==> src/rtl/lzc_normalizer_pipe.sv <==
// Two-stage leading/trailing-zero counter and normalizer with a 2-cycle latency and 1 result per cycle.
// Each stage loads only when it advances, so a stalled output holds its result and in_ready follows out_ready.
module lzc_normalizer_pipe #(
    parameter int DATA_WIDTH  = 64,
    parameter int COUNT_WIDTH = $clog2(DATA_WIDTH) + 1,
    parameter int TAG_WIDTH   = 4
) (
    input  logic                   clock,
    input  logic                   reset,
    input  logic                   in_valid,
    output logic                   in_ready,
    input  logic                   in_mode,
    input  logic [DATA_WIDTH-1:0]  in_data,
    input  logic [TAG_WIDTH-1:0]   in_tag,
    output logic                   out_valid,
    input  logic                   out_ready,
    output logic [COUNT_WIDTH-1:0] out_count,
    output logic                   out_zero,
    output logic [DATA_WIDTH-1:0]  out_data,
    output logic [TAG_WIDTH-1:0]   out_tag
);
    localparam int LOG2 = $clog2(DATA_WIDTH);

    function automatic logic [DATA_WIDTH-1:0] bitrev(input logic [DATA_WIDTH-1:0] d);
        logic [DATA_WIDTH-1:0] r;
        for (int i = 0; i < DATA_WIDTH; i++) begin
            r[i] = d[DATA_WIDTH-1-i];
        end
        return r;
    endfunction

    logic                   s2_adv, s1_adv;
    logic                   s1_valid, s1_zero, s1_mode;
    logic [COUNT_WIDTH-1:0] s1_count;
    logic [DATA_WIDTH-1:0]  s1_data;
    logic [TAG_WIDTH-1:0]   s1_tag;
    logic                   s2_valid, s2_zero;
    logic [COUNT_WIDTH-1:0] s2_count;
    logic [DATA_WIDTH-1:0]  s2_data;
    logic [TAG_WIDTH-1:0]   s2_tag;

    logic [DATA_WIDTH-1:0]  oriented, probe, norm;
    logic [LOG2-1:0]        lz;
    logic                   in_zero;
    logic [COUNT_WIDTH-1:0] in_count;

    assign s2_adv   = ~s2_valid | out_ready;
    assign s1_adv   = ~s1_valid | s2_adv;
    assign in_ready = s1_adv;

    // Trailing zeros become leading zeros of the reversed operand; each halving level yields one count bit.
    always_comb begin
        oriented = in_mode ? bitrev(in_data) : in_data;
        probe    = oriented;
        lz       = '0;
        for (int lvl = LOG2 - 1; lvl >= 0; lvl--) begin
            if ((probe & ~({DATA_WIDTH{1'b1}} >> (1 << lvl))) == '0) begin
                lz[lvl] = 1'b1;
                probe   = probe << (1 << lvl);
            end
        end
        in_zero  = (oriented == '0);
        in_count = in_zero ? COUNT_WIDTH'(DATA_WIDTH) : COUNT_WIDTH'(lz);
    end

    // A count of DATA_WIDTH shifts everything out, giving zero data for a zero operand.
    always_comb begin
        norm = s1_mode ? (bitrev(s1_data) >> s1_count) : (s1_data << s1_count);
    end

    always_ff @(posedge clock or posedge reset) begin
        if (reset) begin
            s1_valid <= 1'b0;
            s1_count <= '0;
            s1_zero  <= 1'b0;
            s1_data  <= '0;
            s1_mode  <= 1'b0;
            s1_tag   <= '0;
        end else if (s1_adv) begin
            s1_valid <= in_valid;
            if (in_valid) begin
                s1_count <= in_count;
                s1_zero  <= in_zero;
                s1_data  <= oriented;
                s1_mode  <= in_mode;
                s1_tag   <= in_tag;
            end
        end
    end

    always_ff @(posedge clock or posedge reset) begin
        if (reset) begin
            s2_valid <= 1'b0;
            s2_count <= '0;
            s2_zero  <= 1'b0;
            s2_data  <= '0;
            s2_tag   <= '0;
        end else if (s2_adv) begin
            s2_valid <= s1_valid;
            if (s1_valid) begin
                s2_count <= s1_count;
                s2_zero  <= s1_zero;
                s2_data  <= norm;
                s2_tag   <= s1_tag;
            end
        end
    end

    assign out_valid = s2_valid;
    assign out_count = s2_count;
    assign out_zero  = s2_zero;
    assign out_data  = s2_data;
    assign out_tag   = s2_tag;
endmodule

==> config.mk <==
export PLATFORM = sky130hd
export DESIGN_NAME = lzc_normalizer_pipe
export DESIGN_NICKNAME = d
export VERILOG_FILES = /design/src/rtl/lzc_normalizer_pipe.sv
export SDC_FILE = /design/constraint.sdc
export NUM_CORES = 1
export LEC_CHECK = 0
export BUFFER_PORTS_ARGS = -buffer_cell sky130_fd_sc_hd__buf_2
export CAP_MARGIN = 20
export CORE_MARGIN = 2
export CORE_UTILIZATION = 54
export DETAILED_ROUTE_END_ITERATION = 10
export HOLD_SLACK_MARGIN = 0.05
export PLACE_DENSITY = 0.77
export SETUP_SLACK_MARGIN = 0.4
export SLEW_MARGIN = 25
export SYNTH_ARGS = -nofsm -noshare
export SYNTH_HDL_FRONTEND = slang
export SYNTH_SLANG_ARGS = --single-unit
==> constraint.sdc <==
create_clock -name clock -period 10.3 [get_ports clock]
set_input_delay 3.09 -clock clock [delete_from_list [all_inputs] [get_ports clock]]
set_output_delay 3.09 -clock clock [all_outputs]
set_load 0.005 [all_outputs]
==> parameters.txt <==
Parameter                              Value

STA
  Setup Total Neg Slack ... 0 ps
  Worst max-slew margin expressed relative to the limit ... 0.340
  Transition time of the tightest slew-check pin ... between 900 and 1000 ps
  Number of endpoints with negative hold slack in the final report ... 0
  RSZ-0062 raised after global routing ... false
  Count of final setup violators ... 0
  F_max ... between 100 and 150 MHz
  Share of the clock period used by the worst path after layout ... 0.660
  Max Transition Viols Final ... 0
  Post-Route Skew ... 14.8 ps
  Setup WS post-layout ... around 3500 ps
  Shortest period the worst path allows ... slightly below 7000 ps

Synthesis
  Yosys cell types ... between 60 and 70
  Post-synth design cell area ... between 10000 and 15000 sq um
  Main area contributors after synthesis ... dfrtp_1 32%, mux2i_1 10%, mux4_2 9.7%
  Register bit total from synthesis ... roughly 150
  Most common flop cell mapped by yosys ... dfrtp_1
  Count of mapped cells out of synthesis ... approximately 1400
  Average cell area after synthesis ... between 8 and 9 sq um
  Library cell occupying the most area in the post-synthesis netlist ... dfrtp_1
  Synth top area share ... 0.323
  Count of synthesis-stage warnings from yosys ... 0
  Fraction of registers with async set or reset after synthesis ... 1.00
  Fraction of the yosys area taken by sequential cells ... 0.323
  Number of enable flip-flop cells after synthesis ... 0
  Synthesized net count ... 1506

Layout
  Most common cell after layout, fill and taps aside ... nand2_1
  Commonest non-fill, non-tap cells in the layout ... 304 x nand2_1, 180 x o21ai_0, 150 x dfrtp_1
  Share of final-layout standard cells stronger than drive strength 1 ... 0.200
  Area Overhead vs Synth ... 11.3%
  Core occupancy in the finished layout ... 0.609
  Final-stage net count ... between 1500 and 2000
  Number of fill cells in the layout ... 1992
  Antenna Diode Count ... 0

Placed design
  Dpl ws ... about 3200 ps
  DP HPWL ... 32300 um
  Final weighted congestion in routability-driven placement ... between 1 and 1.5
  Port buffer count ... 150

Worst hold path
  Path type of the worst min-delay path ... reg -> reg

Run status
  Outcome ... finished clean

Die
  Placeable core region ... ~22000 sq um
  Total Die Area ... 23200 sq um
  Number of cell rows ... 54
  Initial core utilization ... 0.547
  Horizontal extent of the die ... 152 um
  Number of top-level pins ... 151
  Vertical die dimension ... between 150 and 200 um

Route
  DRC violation count after routing ... 0
  Wire per inst ... 24.3 um
  1st-iter DRT viols ... between 1500 and 2000
  Total number of vias ... ~12000
  Length of the first detailed-routing pass in iterations ... 9
  Total length of routed wires ... about 43000 um
  Detailed-route vias per instance ... approximately 6.6
  Post-route ant nets ... 0

Power and ir drop
  Leakage power ... about 6 nW
  Worst vdd ir ... 0.0930 mV
  Power per cell area ... around 190 nW/um^2

Worst setup path
  Delay of the slowest cell on the worst path ... just over 700 ps
  Required time reported for the critical path endpoint ... around 11000 ps
  R2R depth ... 9
  Largest delay contributor family on the critical path ... compound AO/OA/AOI/OAI gates
  Crit-path most repeated cell ... buf_4
  Worst path buffer plus inverter count ... 2
  Arrival time of data at the critical path endpoint ... slightly above 7000 ps
  CP Depth ... 12
  Critical Setup Path Class ... in -> reg
  Worst setup path startpoint ... in_mode
  Largest fanout on the critical path ... 70
  Ordered list of cells on the worst path ... buf_4, buf_4, nor3_1, a21oi_1, a211oi_4, o21a_2, a211oi_1, o22ai_1, a211o_1, o21ai_0, nor2_1, a22o_1
  Worst-case register-to-register setup slack ... between 5000 and 6000 ps
  CP endpoint kind ... flip-flop
  Startpoint of the most critical register-to-register path ... s1_count[1]
  Crit start category ... primary input
  Reg2Reg Capture Point ... out_data[62]
  Library cell contributing the largest single delay on the critical path ... buf_4
  CP endpoint ... s1_count[2]

Job
  Max Cap Viol ... 0

Clock tree
  Count of instances resized after the clock tree is built ... 0
  Number of H-tree levels ... 4
  Clock edge transition at the registers on the reported setup and hold paths ... ~60 ps
  Clock tree from TritonCTS ... done
  Buffer levels on the longest clock path ... 2
  Clock latency of the later-clocked register in the worst-skew pair ... approximately 440 ps
  Count of hold-fix buffers inserted at cts ... 0
  Total clock sinks ... ~150
  Post-CTS Repair Setup Buffers ... 0
  Clock root buffer master ... clkbuf_16
  Number of buffers created by CTS ... 17

GRT
  Overflow left after global routing ... 0
  Via count of the first global-routing pass ... 11200
  Wire length of the first global-routing pass ... about 67000 um
  Number of antenna violations at the first check in global routing ... 0
  Largest net degree at the start of global routing ... between 100 and 150
  Overall track demand over capacity in global routing ... 0.375
==> routing by layer <==
layer  vias up  wire length (um)  track usage
met4         0              1570        0.127
met1      5611             18100        0.527
met3       115              4330       0.0924
met2       674             19500        0.573
met5         -                 0            0
li1       5322                 -            -
==> sequential cells by signal, summed over array words and instances, names as in the netlist <==
register	count
out_count	6
out_data	64
out_tag	4
out_valid	1
out_zero	1
s1_count	6
s1_data	64
s1_mode	1
s1_tag	4
s1_valid	1
s1_zero	1
==> worst min-delay path by stage <==
stage / start / to / slack [ps] / depth (start not counted)
after global placement: out_data[56] / out_data[56] / 460 / 2
after detailed placement: s1_tag[3] / s1_tag[3] / 460 / 2
after CTS: s1_tag[3] / s1_tag[3] / 480 / 2
after global routing: s1_tag[3] / s1_tag[3] / 480 / 2
after floorplan: s1_tag[0] / s1_tag[0] / 440 / 2
final: out_data[1] / out_data[1] / 480 / 2
==> layout make-up <==
class	count	area (sq um)	area share
timing repair buffer	166	873	0.0662
inverter	11	46.3	0.00351
clock inverter	12	166	0.0126
multi-input combinational	1147	7490	0.568
clock buffer	20	437	0.0331
tap	280	350	0.0265
sequential	153	3830	0.290
==> worst min-delay path, stage by stage, from the launching register on <==
cell	delay, ps
dfrtp_1	340
nand2_1	40
o21ai_0	60
==> per-stage QoR <==
stage	hold slack (ps)	total power, mW	std cells	cell area (sq um)
after floorplan	442	1.42	1433	11900
after global placement	455	1.76	1757	12600
after detailed placement	459	1.78	1757	12600
after CTS	477	2.45	1789	13200
after global routing	484	2.59	1789	13200
final	475	2.46	1789	13200
==> cells in the mapped netlist (all sizes together), types with 15 or more instances <==
library cell / instances
a31oi: 15
a211oi: 34
o21ai: 182
mux2i: 119
buf: 40
mux4: 51
nor3: 45
nand2b: 15
mux2: 35
clkbuf: 82
a21oi: 76
nor2: 123
nand2: 306
dfrtp: 153
==> report_power, final <==
part | switching, mW | total, mW | internal (mW)
Combinational | 0.577 | 0.964 | 0.387
Sequential | 0.109 | 0.831 | 0.722
Clock | 0.281 | 0.667 | 0.386
Total | 0.968 | 2.46 | 1.50
==> cells by family (layout without fill, tap and decap cells) <==
| group | Yosys count | count (layout) | share of synthesized area |
|---|---|---|---|
| buffers and inverters | 133 | 209 | 0.0466 |
| muxes | 205 | 205 | 0.231 |
| and+or+nand+nor | 543 | 543 | 0.195 |
| AOI/OAI and AO/OA | 399 | 399 | 0.205 |
| DFF | 153 | 153 | 0.323 |
No activity file was read; power rests on OpenSTA's default activity.
